### config.mk
export PLATFORM = sky130hd
export DESIGN_NAME = mema_loader_flat
export DESIGN_NICKNAME = d
export VERILOG_FILES = /design/src/rtl/tpu_pkg.sv /design/src/rtl/mema_loader_if.sv /design/src/rtl/mema_loader_row_assembler.sv /design/src/rtl/mema_loader.sv /design/src/flat_wrapper.sv
export SDC_FILE = /design/constraint.sdc
export NUM_CORES = 1
export LEC_CHECK = 0
export CORE_MARGIN = 5
export CORE_UTILIZATION = 35
export DETAILED_ROUTE_END_ITERATION = 10
export GPL_ROUTABILITY_DRIVEN = 1
export GPL_TIMING_DRIVEN = 0
export PLACE_DENSITY = 0.59
export SLEW_MARGIN = 15
export SYNTH_ARGS = -nofsm -noshare
export SYNTH_HDL_FRONTEND = slang
export SYNTH_SLANG_ARGS = --single-unit
### constraint.sdc
create_clock -name clk -period 2.87 [get_ports clk]
set_input_delay 0.7175 -clock clk [delete_from_list [all_inputs] [get_ports clk]]
set_output_delay 0.7175 -clock clk [all_outputs]
set_load 0.01 [all_outputs]
### src/rtl/tpu_pkg.sv
// Shared TPU datapath definitions: default element width / matrix size,
// loader FSM state encoding and the skewed drain length helper.
package tpu_pkg;

  localparam int BITS_AB_DEFAULT = 8;
  localparam int DIM_DEFAULT     = 8;

  typedef enum logic [1:0] {
    IDLE,
    FILL,
    DRAIN,
    DONE
  } loader_state_t;

  // A DIM-wide skewed array needs 2*DIM-1 shifts to empty completely.
  function automatic int drain_cycles(input int dim);
    return 2 * dim - 1;
  endfunction

endpackage

### src/rtl/mema_loader_if.sv
// Stream-in handshake and memA write/shift bus of the memA loader.
// In_last is present only when MEMA_LOADER_LAST_CHECK_EN is defined.
interface mema_loader_if
  import tpu_pkg::*;
#(
  parameter int BITS_AB = BITS_AB_DEFAULT,
  parameter int DIM     = DIM_DEFAULT
) ();

  logic                       in_valid;
  logic                       in_ready;
  logic signed [BITS_AB-1:0]  in_data;
`ifdef MEMA_LOADER_LAST_CHECK_EN
  logic                       in_last;
`endif
  logic                       WrEn;
  logic [$clog2(DIM)-1:0]     Arow;
  logic signed [BITS_AB-1:0]  Ain [DIM];
  logic                       en;

`ifdef MEMA_LOADER_LAST_CHECK_EN
  modport master (
    input  in_valid, in_data, in_last,
    output in_ready, WrEn, Arow, Ain, en
  );

  modport slave (
    output in_valid, in_data, in_last,
    input  in_ready, WrEn, Arow, Ain, en
  );
`else
  modport master (
    input  in_valid, in_data,
    output in_ready, WrEn, Arow, Ain, en
  );

  modport slave (
    output in_valid, in_data,
    input  in_ready, WrEn, Arow, Ain, en
  );
`endif

endinterface

### src/rtl/mema_loader_row_assembler.sv
// Collects DIM accepted elements into row_buf and publishes each completed
// row through its own output register with a one-cycle row_done pulse.
module row_assembler
  import tpu_pkg::*;
#(
  parameter int BITS_AB = BITS_AB_DEFAULT,
  parameter int DIM     = DIM_DEFAULT
) (
  input  logic                      clk,
  input  logic                      rst,
  input  logic                      clear,
  input  logic                      accept,
  input  logic signed [BITS_AB-1:0] data,
  output logic                      row_last,
  output logic                      row_done,
  output logic signed [BITS_AB-1:0] row_out [DIM]
);

  localparam int CW = $clog2(DIM);
  localparam logic [CW-1:0] LAST_COL = CW'(DIM - 1);

  logic [CW-1:0]             col_cnt;
  logic signed [BITS_AB-1:0] row_buf [DIM];

  assign row_last = accept && (col_cnt == LAST_COL);

  // The final element bypasses row_buf so the row is published one cycle
  // after its last accept while row_buf is already refilling.
  always_ff @(posedge clk) begin
    if (rst) begin
      col_cnt  <= '0;
      row_done <= 1'b0;
      for (int i = 0; i < DIM; i++) begin
        row_buf[i] <= '0;
        row_out[i] <= '0;
      end
    end else begin
      row_done <= 1'b0;
      if (clear) begin
        col_cnt <= '0;
      end else if (accept) begin
        row_buf[col_cnt] <= data;
        if (row_last) begin
          col_cnt  <= '0;
          row_done <= 1'b1;
          for (int i = 0; i < DIM; i++) begin
            row_out[i] <= (i == DIM - 1) ? data : row_buf[i];
          end
        end else begin
          col_cnt <= col_cnt + 1'b1;
        end
      end
    end
  end

endmodule

### src/rtl/mema_loader.sv
// memA front-end loader: assembles a row-major A stream into rows, writes
// them into memA, then runs the skewed drain. Optional MEMA_LOADER_LAST_CHECK_EN
// adds in_last framing check with a sticky err flag.
module mema_loader
  import tpu_pkg::*;
#(
  parameter int BITS_AB = BITS_AB_DEFAULT,
  parameter int DIM     = DIM_DEFAULT
) (
  input  logic         clk,
  input  logic         rst,
  input  logic         start,
  input  logic         stall,
  output logic         busy,
  output logic         done,
`ifdef MEMA_LOADER_LAST_CHECK_EN
  output logic         err,
`endif
  mema_loader_if.master bus
);

  localparam int RW = $clog2(DIM);
  localparam int DW = $clog2(2 * DIM);
  localparam logic [RW-1:0] LAST_ROW   = RW'(DIM - 1);
  localparam logic [DW-1:0] LAST_DRAIN = DW'(drain_cycles(DIM) - 1);

  loader_state_t             state, state_next;
  logic [RW-1:0]             row_cnt;
  logic [DW-1:0]             drain_cnt;
  logic                      settle;
  logic                      accept;
  logic                      load_start;
  logic                      row_last;
  logic                      row_done;
  logic                      en_c;
  logic signed [BITS_AB-1:0] row_out [DIM];

  assign bus.in_ready = (state == FILL);
  assign busy         = (state != IDLE);
  assign accept       = bus.in_valid && bus.in_ready;
  assign load_start   = (state == IDLE) && start;
  assign bus.WrEn     = row_done;
  assign bus.Ain      = row_out;
  assign bus.en       = en_c;

  row_assembler #(
    .BITS_AB (BITS_AB),
    .DIM     (DIM)
  ) u_row (
    .clk      (clk),
    .rst      (rst),
    .clear    (load_start),
    .accept   (accept),
    .data     (bus.in_data),
    .row_last (row_last),
    .row_done (row_done),
    .row_out  (row_out)
  );

  always_comb begin
    state_next = state;
    en_c       = 1'b0;
    done       = 1'b0;
    case (state)
      IDLE: begin
        if (start) state_next = FILL;
      end
      FILL: begin
        if (row_last && (row_cnt == LAST_ROW)) state_next = DRAIN;
      end
      DRAIN: begin
        // The first DRAIN cycle overlaps the last row write, so memA must not shift yet.
        en_c = !settle && !stall;
        if (en_c && (drain_cnt == LAST_DRAIN)) state_next = DONE;
      end
      DONE: begin
        done       = 1'b1;
        state_next = IDLE;
      end
      default: state_next = IDLE;
    endcase
  end

  always_ff @(posedge clk) begin
    if (rst) begin
      state     <= IDLE;
      row_cnt   <= '0;
      drain_cnt <= '0;
      settle    <= 1'b0;
      bus.Arow  <= '0;
    end else begin
      state  <= state_next;
      settle <= (state == FILL) && (state_next == DRAIN);
      if (load_start) begin
        row_cnt <= '0;
      end else if (row_last) begin
        bus.Arow <= row_cnt;
        row_cnt  <= (row_cnt == LAST_ROW) ? '0 : row_cnt + 1'b1;
      end
      if (state == IDLE) begin
        drain_cnt <= '0;
      end else if (en_c) begin
        drain_cnt <= drain_cnt + 1'b1;
      end
    end
  end

`ifdef MEMA_LOADER_LAST_CHECK_EN
  logic final_elem;

  assign final_elem = row_last && (row_cnt == LAST_ROW);

  // in_last must be asserted on exactly the DIM*DIM-th accepted element.
  always_ff @(posedge clk) begin
    if (rst) begin
      err <= 1'b0;
    end else if (load_start) begin
      err <= 1'b0;
    end else if (accept && (bus.in_last != final_elem)) begin
      err <= 1'b1;
    end
  end
`endif

endmodule

### src/flat_wrapper.sv
// flat-port wrapper written by rule: the top's interface ports become plain ports
module mema_loader_flat import tpu_pkg::*;
#(
  parameter int BITS_AB = BITS_AB_DEFAULT,
  parameter int DIM     = DIM_DEFAULT
)
  (clk, rst, start, stall, busy, done, bus_in_valid, bus_in_data, bus_in_ready, bus_WrEn, bus_Arow, bus_Ain, bus_en);
  mema_loader_if #(.BITS_AB(BITS_AB), .DIM(DIM)) bus_i ();
  input  logic clk;
  input  logic rst;
  input  logic start;
  input  logic stall;
  output logic busy;
  output logic done;
  input wire logic [$bits(bus_i.in_valid)-1:0] bus_in_valid;
  input wire logic [$bits(bus_i.in_data)-1:0] bus_in_data;
  output wire logic [$bits(bus_i.in_ready)-1:0] bus_in_ready;
  output wire logic [$bits(bus_i.WrEn)-1:0] bus_WrEn;
  output wire logic [$bits(bus_i.Arow)-1:0] bus_Arow;
  output wire logic [$bits(bus_i.Ain)-1:0] bus_Ain;
  output wire logic [$bits(bus_i.en)-1:0] bus_en;
  assign bus_i.in_valid = bus_in_valid;
  assign bus_i.in_data = bus_in_data;
  assign bus_in_ready = bus_i.in_ready;
  assign bus_WrEn = bus_i.WrEn;
  assign bus_Arow = bus_i.Arow;
  assign bus_Ain = {>>{bus_i.Ain}};
  assign bus_en = bus_i.en;
  mema_loader #(.BITS_AB(BITS_AB), .DIM(DIM)) u_core (.clk(clk), .rst(rst), .start(start), .stall(stall), .busy(busy), .done(done), .bus(bus_i));
endmodule
==> results.sh <==
export IMPL_status="finished clean"
export IMPL_die_h_um=130
export IMPL_post_synth_top_area_fraction_pct=33.4
export IMPL_post_synth_top_count_cell="nand2_1"
export IMPL_yosysTopAreaCell="edfxtp_1"
export IMPL_clock_skew_ns=0.00852
export IMPL_holdCritPathClass="flip-flop to flip-flop"
export IMPL_setup_violations_final=0
export IMPL_antenna_cells=0
export IMPL_nets=633
export IMPL_drt_antenna_violating_nets=0
export IMPL_cts_hold_buffers=0
export IMPL_synth_main_ff_cell="dfxtp_1"
export IMPL_syn_num_nets=531
export IMPL_final_number_of_max_transition_violations=0
export IMPL_period_minus_slack_ns=2.77
export IMPL_start_kind="input port"
export IMPL_postSynthRegisterBits=137
export IMPL_required_ns=2.15
export IMPL_drv_max_cap_violation_count=0
export IMPL_leakagePower_nw=2.31
export IMPL_detail_route_iter0_violations=187
export IMPL_max_vdd_ir_drop_mv=0.478
export IMPL_ctsLongestPathBuffers=2
export IMPL_final_layout_size_suffix_gt1_share_pct=5.74
export IMPL_seq_area_frac_synth_pct=65.7
export IMPL_fp_dieW_um=130
export IMPL_cp_top_family="buffers and inverters"
export IMPL_largest_net_degree_at_the_start_of_global_routing=17
export IMPL_overall_global_routing_usage_pct=14.9
export IMPL_rd_place_congestion=0.801
export IMPL_die_area_mm2=0.0169
export IMPL_worstPathBufferInverterCount=4
export IMPL_fin_cells=807
export IMPL_drt_vias_per_instance=4.75
export IMPL_final_hold_viol_count=0
export IMPL_relSlewSlack_pct=44.6
export IMPL_clock_transition_at_the_register_clock_pins_on_the_worst_setup_and_hold_paths_after_cts_ns=0.06
export IMPL_crit_arrival_ns=2.05
export IMPL_drtPass1Iterations=5
export IMPL_grt_antenna_before_repair=0
export IMPL_power_density_mw_per_mm2=665
export IMPL_cell_count_after_placement=775
export IMPL_remaining_drc_errors=0
export IMPL_start_util_pct=35.9
export IMPL_place_hpwl_um=8740
export IMPL_rows=43
export IMPL_synthToLayoutAreaGrowth_pct=33.2
export IMPL_dp_slack_ns=-0.331
export IMPL_crit_path_top_delay_cell="or4b_1"
export IMPL_crit_path_max_incr_delay_ns=0.49
export IMPL_worst_slew_pin_transition_ns=0.829
export IMPL_insertion_delay_ns=0.41
export IMPL_synth_enable_flop_cells=56
export IMPL_top_level_ports=85
export IMPL_min_period_over_period_pct=96.4
export IMPL_grt_overflow=0
export IMPL_cp_cell_sequence="clkdlybuf4s50_1, or4b_1, buf_2, inv_1, clkbuf_2"
export IMPL_numClockSinks=137
export IMPL_buffer_ports_inserted=83
export IMPL_syn_cell_area_mm2=0.00503
export IMPL_design_core_area_mm2=0.0140
export IMPL_crit_fanout=7
export IMPL_rsz_0062_raised_after_global_routing="no"
export IMPL_post_route_util_pct=47.9
export IMPL_route_final_wire_length_um=11900
export IMPL_ys_types=36
export IMPL_post_cts_resized=2
export IMPL_cts_root_buf="clkbuf_16"
export IMPL_synth_cells=512
export IMPL_post_cts_setup_buffers=0
export IMPL_final_critical_path_setup_slack_ns=0.104
export IMPL_share_of_flip_flops_with_an_asynchronous_set_or_reset_after_synthesis_pct=0
export IMPL_crit_type="input port to primary output"
export IMPL_max_freq_mhz=362
export IMPL_cts_inserted_buffers=17
export IMPL_detail_route_wl_per_cell_um=14.8
export IMPL_synth_top_area_cells="edfxtp_1 (33%), dfxtp_1 (32%), nand2_1 (12%), a21oi_1 (7.3%), nor2_1 (4.1%)"
export IMPL_via_count_of_the_first_global_routing_pass=3703
export IMPL_yosys_top_cells_count="nand2_1 (155), dfxtp_1 (81), a21oi_1 (73)"
export IMPL_synth_yosys_warnings=0
export IMPL_tritoncts_clock_tree="built"
export IMPL_clock_tree_htree_level_count=4
export IMPL_synthesis_area_per_instance_um2=9.82
export IMPL_grt_first_pass_wirelength_um=19000
export IMPL_critPathCaptureType="primary output"
export IMPL_detailroute_via_count=3832
layout by cell type (no fill, tap or decap), drive strengths merged, types with 6 or more instances in the layout:
cell,count
ha,6
edfxtp,56
clkbuf,46
buf,8
and2,9
clkinv,7
nor2,55
a21oi,73
clkdlybuf4s50,82
nand2,155
dfxtp,81
where the power goes:
part           switching (mW)  internal [mW]
Combinational          0.0731         0.0323
Clock                   0.759           1.52
Sequential             0.0122           2.06
worst reg2reg max path: cells and delay by family (launching register included):
kind	cells	cell delay, ns
compound gates	1	0.79
simple gates	2	0.63
flops	1	0.32
buf+inv	1	0.18
kinds of logic after synthesis:
group / synth area share (%)
xor gates and xnor gates: 0.174
adders and majority gates: 1.49
muxes: 0.224
AOI/OAI and AO/OA: 9.48
DFF: 65.7
and+or+nand+nor: 19.9
buffers and inverters: 3.09
sequential cells by signal, summed over array words and instances, names as in the netlist:
name and cells:
bus_Ain 49, u_core.u_row.row_done 1, u_core.u_row.row_buf 56, u_core.u_row.row_out 15, u_core.u_row.col_cnt 3, u_core.settle 1, u_core.drain_cnt 4, u_core.row_cnt 3
u_core.bus.Arow 3, u_core.state 2
cell type report:
type	instances	area, um2
Fill cell	1328	7290
Sequential cell	137	3300
Multi-Input combinational cell	337	1570
Timing Repair Buffer	83	826
Clock buffer	20	437
Tap cell	180	225
Clock inverter	12	179
Buffer	33	136
Inverter	5	18.8
path summary, 6_finish.rpt:
| path | from | end | slack, ns | depth (start not counted) |
|---|---|---|---|---|
| worst min-delay path | bus_Ain[26] | bus_Ain[26] | 0.45 | 2 |
| worst min register to register | bus_Ain[26] | bus_Ain[26] | 0.45 | 2 |
| worst max register to register | u_core.state[0] | u_core.u_row.row_buf[5][5] | 0.57 | 4 |
| worst max-delay path | stall | bus_en | 0.10 | 5 |
layer usage:
metal  up-vias  GRT usage, %  share of wire [%]
met5         -             0                  0
met4         0          6.48                1.8
met3        16          5.03                4.7
met2       103          23.5                 49
met1      1799          18.6                 45
li1       1914             -                  -
stage by stage:
stage | hold WS [ns] | area, um2 | power (mW) | TNS [ns]
final | 0.452 | 6700 | 4.46 | 0
after global routing | 0.466 | 6700 | 4.61 | 0
after CTS | 0.453 | 6700 | 4.49 | 0
after detailed placement | 0.446 | 6080 | 2.21 | -8.42
after global placement | 0.446 | 6080 | 2.21 | -6.85
after floorplan | 0.448 | 5030 | 2.16 | 0
Note: power is estimated with default switching activity, not from simulation.
